### src/rtl/mii_hub_arbiter.sv
// Two-port MII hub: forwards one MAC's transmit stream to the other, signals
// collisions, enforces an inter-frame gap and keeps saturating status counters.
module mii_hub_arbiter #(
  parameter int unsigned IFG_NIBBLES = 24,
  parameter int unsigned CNT_W       = 16
) (
  input  logic             txrx_clk,
  input  logic             rst,
  input  logic [3:0]       a_txd,
  input  logic             a_txen,
  input  logic             a_txerr,
  input  logic [3:0]       b_txd,
  input  logic             b_txen,
  input  logic             b_txerr,
  output logic [3:0]       a_rxd,
  output logic             a_rxdv,
  output logic             a_rxerr,
  output logic             a_coll,
  output logic             a_crs,
  output logic [3:0]       b_rxd,
  output logic             b_rxdv,
  output logic             b_rxerr,
  output logic             b_coll,
  output logic             b_crs,
  output logic [CNT_W-1:0] frames_a,
  output logic [CNT_W-1:0] frames_b,
  output logic [CNT_W-1:0] collisions,
  output logic [CNT_W-1:0] ifg_violations
);

  localparam int unsigned IFG_W = (IFG_NIBBLES > 1) ? $clog2(IFG_NIBBLES) : 1;
  localparam int unsigned SUM_W = CNT_W + 1;
  localparam logic [IFG_W-1:0] IFG_LOAD = IFG_W'(IFG_NIBBLES - 1);

  typedef enum logic [2:0] {
    ST_IDLE,
    ST_A_TX,
    ST_B_TX,
    ST_COLL,
    ST_IFG
  } state_t;

  state_t           r_state;
  logic [IFG_W-1:0] r_ifg_cnt;
  logic             r_a_txen_d;
  logic             r_b_txen_d;

  state_t           w_state_nxt;
  logic [IFG_W-1:0] w_ifg_cnt_nxt;
  logic [3:0]       w_a_rxd;
  logic             w_a_rxdv;
  logic             w_a_rxerr;
  logic             w_a_coll;
  logic             w_a_crs;
  logic [3:0]       w_b_rxd;
  logic             w_b_rxdv;
  logic             w_b_rxerr;
  logic             w_b_coll;
  logic             w_b_crs;
  logic [1:0]       w_inc_fa;
  logic [1:0]       w_inc_fb;
  logic [1:0]       w_inc_col;
  logic [1:0]       w_inc_viol;
  logic             w_a_rise;
  logic             w_b_rise;

  assign w_a_rise = a_txen & ~r_a_txen_d;
  assign w_b_rise = b_txen & ~r_b_txen_d;

  function automatic logic [CNT_W-1:0] f_sat_add(input logic [CNT_W-1:0] cnt,
                                                 input logic [1:0]       inc);
    logic [SUM_W-1:0] sum;
    sum = {1'b0, cnt} + SUM_W'(inc);
    return sum[CNT_W] ? '1 : sum[CNT_W-1:0];
  endfunction

  // Next state and next registered outputs, decided from the current state and inputs
  always_comb begin
    w_state_nxt   = r_state;
    w_ifg_cnt_nxt = r_ifg_cnt;
    w_a_rxd       = 4'h0;
    w_a_rxdv      = 1'b0;
    w_a_rxerr     = 1'b0;
    w_a_coll      = 1'b0;
    w_a_crs       = 1'b0;
    w_b_rxd       = 4'h0;
    w_b_rxdv      = 1'b0;
    w_b_rxerr     = 1'b0;
    w_b_coll      = 1'b0;
    w_b_crs       = 1'b0;
    w_inc_fa      = 2'd0;
    w_inc_fb      = 2'd0;
    w_inc_col     = 2'd0;
    w_inc_viol    = 2'd0;

    case (r_state)
      ST_IDLE: begin
        if (a_txen && b_txen) begin
          w_state_nxt = ST_COLL;
          w_inc_col   = 2'd1;
          {w_a_coll, w_b_coll, w_a_crs, w_b_crs} = 4'hF;
        end else if (a_txen) begin
          w_state_nxt = ST_A_TX;
          {w_a_crs, w_b_crs} = 2'b11;
          w_b_rxd   = a_txd;
          w_b_rxdv  = a_txen;
          w_b_rxerr = a_txerr & a_txen;
        end else if (b_txen) begin
          w_state_nxt = ST_B_TX;
          {w_a_crs, w_b_crs} = 2'b11;
          w_a_rxd   = b_txd;
          w_a_rxdv  = b_txen;
          w_a_rxerr = b_txerr & b_txen;
        end
      end
      ST_A_TX: begin
        {w_a_crs, w_b_crs} = 2'b11;
        if (b_txen) begin
          w_state_nxt = ST_COLL;
          w_inc_col   = 2'd1;
          {w_a_coll, w_b_coll} = 2'b11;
        end else if (!a_txen) begin
          w_state_nxt   = ST_IFG;
          w_ifg_cnt_nxt = IFG_LOAD;
          w_inc_fa      = 2'd1;
        end else begin
          w_b_rxd   = a_txd;
          w_b_rxdv  = a_txen;
          w_b_rxerr = a_txerr & a_txen;
        end
      end
      ST_B_TX: begin
        {w_a_crs, w_b_crs} = 2'b11;
        if (a_txen) begin
          w_state_nxt = ST_COLL;
          w_inc_col   = 2'd1;
          {w_a_coll, w_b_coll} = 2'b11;
        end else if (!b_txen) begin
          w_state_nxt   = ST_IFG;
          w_ifg_cnt_nxt = IFG_LOAD;
          w_inc_fb      = 2'd1;
        end else begin
          w_a_rxd   = b_txd;
          w_a_rxdv  = b_txen;
          w_a_rxerr = b_txerr & b_txen;
        end
      end
      ST_COLL: begin
        {w_a_crs, w_b_crs} = 2'b11;
        if (!a_txen && !b_txen) begin
          w_state_nxt   = ST_IFG;
          w_ifg_cnt_nxt = IFG_LOAD;
        end else begin
          {w_a_coll, w_b_coll} = 2'b11;
        end
      end
      ST_IFG: begin
        // Frames started inside the gap are dropped, counted, and keep the gap open
        w_inc_viol = 2'(w_a_rise) + 2'(w_b_rise);
        if (r_ifg_cnt != '0) begin
          {w_a_crs, w_b_crs} = 2'b11;
          w_ifg_cnt_nxt = r_ifg_cnt - IFG_W'(1);
        end else if (a_txen || b_txen) begin
          {w_a_crs, w_b_crs} = 2'b11;
        end else begin
          w_state_nxt = ST_IDLE;
        end
      end
      default: w_state_nxt = ST_IDLE;
    endcase
  end

  always_ff @(posedge txrx_clk) begin
    if (rst) begin
      r_state        <= ST_IDLE;
      r_ifg_cnt      <= '0;
      r_a_txen_d     <= 1'b0;
      r_b_txen_d     <= 1'b0;
      a_rxd          <= 4'h0;
      a_rxdv         <= 1'b0;
      a_rxerr        <= 1'b0;
      a_coll         <= 1'b0;
      a_crs          <= 1'b0;
      b_rxd          <= 4'h0;
      b_rxdv         <= 1'b0;
      b_rxerr        <= 1'b0;
      b_coll         <= 1'b0;
      b_crs          <= 1'b0;
      frames_a       <= '0;
      frames_b       <= '0;
      collisions     <= '0;
      ifg_violations <= '0;
    end else begin
      r_state        <= w_state_nxt;
      r_ifg_cnt      <= w_ifg_cnt_nxt;
      r_a_txen_d     <= a_txen;
      r_b_txen_d     <= b_txen;
      a_rxd          <= w_a_rxd;
      a_rxdv         <= w_a_rxdv;
      a_rxerr        <= w_a_rxerr;
      a_coll         <= w_a_coll;
      a_crs          <= w_a_crs;
      b_rxd          <= w_b_rxd;
      b_rxdv         <= w_b_rxdv;
      b_rxerr        <= w_b_rxerr;
      b_coll         <= w_b_coll;
      b_crs          <= w_b_crs;
      frames_a       <= f_sat_add(frames_a, w_inc_fa);
      frames_b       <= f_sat_add(frames_b, w_inc_fb);
      collisions     <= f_sat_add(collisions, w_inc_col);
      ifg_violations <= f_sat_add(ifg_violations, w_inc_viol);
    end
  end

endmodule

### config.mk
export PLATFORM = sky130hd
export DESIGN_NAME = mii_hub_arbiter
export DESIGN_NICKNAME = d
export VERILOG_FILES = /design/src/rtl/mii_hub_arbiter.sv
export SDC_FILE = /design/constraint.sdc
export NUM_CORES = 1
export LEC_CHECK = 0
export BUFFER_PORTS_ARGS = -buffer_cell sky130_fd_sc_hd__buf_4
export CAP_MARGIN = 10
export CORE_ASPECT_RATIO = 1.2
export CORE_MARGIN = 2
export CORE_UTILIZATION = 58
export CTS_CLUSTER_SIZE = 30
export DETAILED_ROUTE_END_ITERATION = 16
export PLACE_DENSITY = 0.85
export SYNTH_ARGS = -nofsm -noshare
export SYNTH_HDL_FRONTEND = slang
export SYNTH_SLANG_ARGS = --single-unit
### constraint.sdc
create_clock -name txrx_clk -period 6.4 [get_ports txrx_clk]
set_input_delay 1.28 -clock txrx_clk [delete_from_list [all_inputs] [get_ports txrx_clk]]
set_output_delay 1.28 -clock txrx_clk [all_outputs]
set_load 0.01 [all_outputs]
==> results.md <==
* First-pass GRT wire length at around 14000 microns
* Skew-Pair Late Insertion Delay at between 300 and 400 ps
* ANT cells at 0
* Final Skew at between 9 and 10 ps
* Cell area after layout at 0.00492 sq mm
* All-Layer GR Usage at between 20% and 30%
* Layout area overhead at 23.7%
* DIE WIDTH at between 70 and 80 microns
* Count leader, synth: dfxtp_1
* Post-CTS sizing at 0
* RSZ-0062 raised after global routing: no
* CTS Sinks at 88
* Core area at slightly below 0.007 sq mm
* RR Startpoint: r_state[0]$_SDFFE_PP0P_
* Final setup viols at 0
* Final Power at roughly 1.1 mW
* CP arrival at approximately 3900 ps
* Post-route setup TNS at 0 ps
* CTS Buf Count at 9
* Drt wl/cell at approximately 14 microns
* CP max FO at 13
* Synth top cells by count: dfxtp_1 (88), a21oi_1 (60), xnor2_1 (29)
* Initial antenna violation count at 0
* YS warnings at 0
* FP Rows at 33
* Initial Utilization at 59.1%
* Syn Std Cell Area at roughly 0.0040 sq mm
* FILL cells at 511
* Starting DRC count in detailed routing at 147
* Largest cells by area after synthesis: dfxtp_1 (44%), a21oi_1 (7.5%), xnor2_1 (6.4%), ha_1 (3.5%), xor2_1 (2.2%)
* 1st-pass router iterations at 4
* Final ANT Viol Nets at 0
* CP endpoint kind: flop
* Count of cell types in the netlist at 59
* IO buf count at a little over 90
* Cells after DPL at 584
* Half-perimeter wire length after placement at roughly 5900 microns
* HP Start: r_ifg_cnt[4]$_SDFFE_PP0P_
* Min Hold Slack at approximately 510 ps
* Clock buffer depth at 2
* Drt drc at 0
* Gr ovfl total at 0
* Critical path data required time at 6680 ps
* Clock transition at path regs at 80 ps
* Syn_area_per_cell at just over 9 sq um
* Final core utilization at about three quarters
* Asr flop ratio synth at 0%
* Crit path launch: a_txen
* Gate Count Post-Synth at ~430
* Post-CTS Hold Buffers at 0
* Worst VDD drop at between 100 and 150 uV
* Pre-CTS setup slack at ~2400 ps
* Sequential share of the synthesized area at roughly 44%
* Final Critical Period at 3640 ps
* H-tree levels at 3
* CTS tree: built
* Pwr dens at between 200 and 250 mW/mm^2
* Final hold violations at 0
* Post-synth net total at between 400 and 500
* Nets@finish at between 500 and 600
* Ys flop type: dfxtp_1
* Chip Height at 94.7 microns
* Share of the synthesized area in the top cell type at 44.3%
* Setup bufs post-CTS at 0
* DIE AREA at between 0.007 and 0.008 sq mm
* Final period util at between 50% and 60%
* RePlAce Congestion at approximately 0.84
* Leading area contributor after synthesis: dfxtp_1
* Max Cap Violations at 0
* Io pins at 94
* Synthesized flop and latch total at between 80 and 90
* Slew @ Worst Pin at 797 ps
* Root buf cell: clkbuf_8
* Max_slew headroom at roughly 47%
* Setup CP Type: in -> reg
* Post-synth EDFFs at 0
* Largest net degree at the start of global routing at 80
* Vias in the first global route at 3147
* Critical path launch point type: input port
* Status: completed
* Slew Limit Fails at 0
* Final WL at between 8000 and 9000 microns
* Routed vias at between 3000 and 4000
* Pleak at between 1.5 and 2 nW
* HP Class: reg -> reg
* Share of cells above drive strength 1 at between 20% and 30%
* Fmax at approximately 280 MHz
* Final non-filler cell total at 600
* Area after DPL at 0.00468 sq mm
* Vias/cell at 5.71
* Final WS setup at about 2800 ps
-- final cells by class --
cell class | count | area [sq um] | share of cell area (%)
timing repair buffer | 93 | 698 | 14.2
clock inverter | 5 | 104 | 2.11
tap | 87 | 109 | 2.21
sequential | 88 | 1760 | 35.8
inverter | 22 | 82.6 | 1.68
clock buffer | 11 | 141 | 2.87
multi-input combinational | 294 | 2030 | 41.2
-- flip-flops by register name, indices dropped and copies added (netlist names) --
| register | count |
|---|---|
| collisions | 16 |
| frames_a | 16 |
| frames_b | 16 |
| ifg_violations | 16 |
| r_ifg_cnt | 5 |
| a_rxd | 4 |
| b_rxd | 4 |
| r_state | 3 |
| a_rxdv | 1 |
| a_rxerr | 1 |
| b_coll | 1 |
| b_crs | 1 |
| b_rxdv | 1 |
| b_rxerr | 1 |
| r_a_txen_d | 1 |
| r_b_txen_d | 1 |
-- where the power goes --
| part | leakage [nW] | total (mW) | internal, mW | switching (mW) |
|---|---|---|---|---|
| combinational | 1.07 | 0.0655 | 0.0311 | 0.0344 |
| sequential | 0.712 | 0.566 | 0.557 | 0.00904 |
| clock | 0.124 | 0.459 | 0.270 | 0.189 |
-- critical path, cell delays in order --
cell and delay [ps]:
buf_4 150, nor2b_1 140, ha_1 270, and3_1 150
ha_1 170, inv_1 50, fa_1 410, nand2b_1 270
nor4_4 220, nand4_1 510, a21oi_1 300
-- logic make-up (layout without fill, tap and decap cells) --
family                     Yosys count  after routing  share of synthesized area [%]
and+or+nand+nor                    150            150                           24.2
AOI/OAI and AO/OA                   92             92                           13.9
DFF                                 88             88                           44.3
buffers and inverters               43            131                           4.78
xor gates and xnor gates            39             39                           8.59
adders and majority gates           12             12                           3.96
muxes                                1              1                          0.252
-- layout by cell type (no fill, tap or decap), types with 2 or more instances in the layout --
cell / Yosys / layout
nand2b_1: 3 / 3
nand4_1: 13 / 13
and4_1: 3 / 3
xor2_1: 10 / 10
inv_1: 22 / 22
nor4_2: 5 / 5
dfxtp_1: 88 / 88
buf_4: 2 / 93
nor2_1: 21 / 21
a211oi_1: 4 / 4
a31o_2: 2 / 2
a311oi_1: 3 / 3
or4_1: 2 / 2
bufinv_16: 0 / 3
nor2b_1: 7 / 7
or4_4: 2 / 2
nor3_1: 15 / 15
and3_1: 6 / 6
nor4_1: 6 / 6
clkbuf_8: 0 / 10
and2_1: 13 / 13
nand2_1: 17 / 17
ha_1: 11 / 11
nor3b_1: 9 / 9
a21o_1: 2 / 2
o21ai_0: 6 / 6
a21oi_1: 60 / 60
nand3_1: 13 / 13
a31oi_1: 4 / 4
and4b_1: 2 / 2
xnor2_1: 29 / 29
-- metal layers --
layer	GRT usage, %	share of wire [%]
met2	40.2	50
met3	5.26	6.5
met1	26.7	42
met5	0	0
met4	11.8	1.8
-- final timing paths --
path / end / slack, ps / cells past startpoint
setup reg to reg: ifg_violations[6]$_SDFF_PP0_ / 3450 / 8
hold / removal: r_ifg_cnt[4]$_SDFFE_PP0P_ / 510 / 2
setup / recovery: ifg_violations[6]$_SDFF_PP0_ / 2760 / 11
hold reg to reg: r_ifg_cnt[4]$_SDFFE_PP0P_ / 510 / 2
Note: power is estimated with default switching activity, not from simulation.
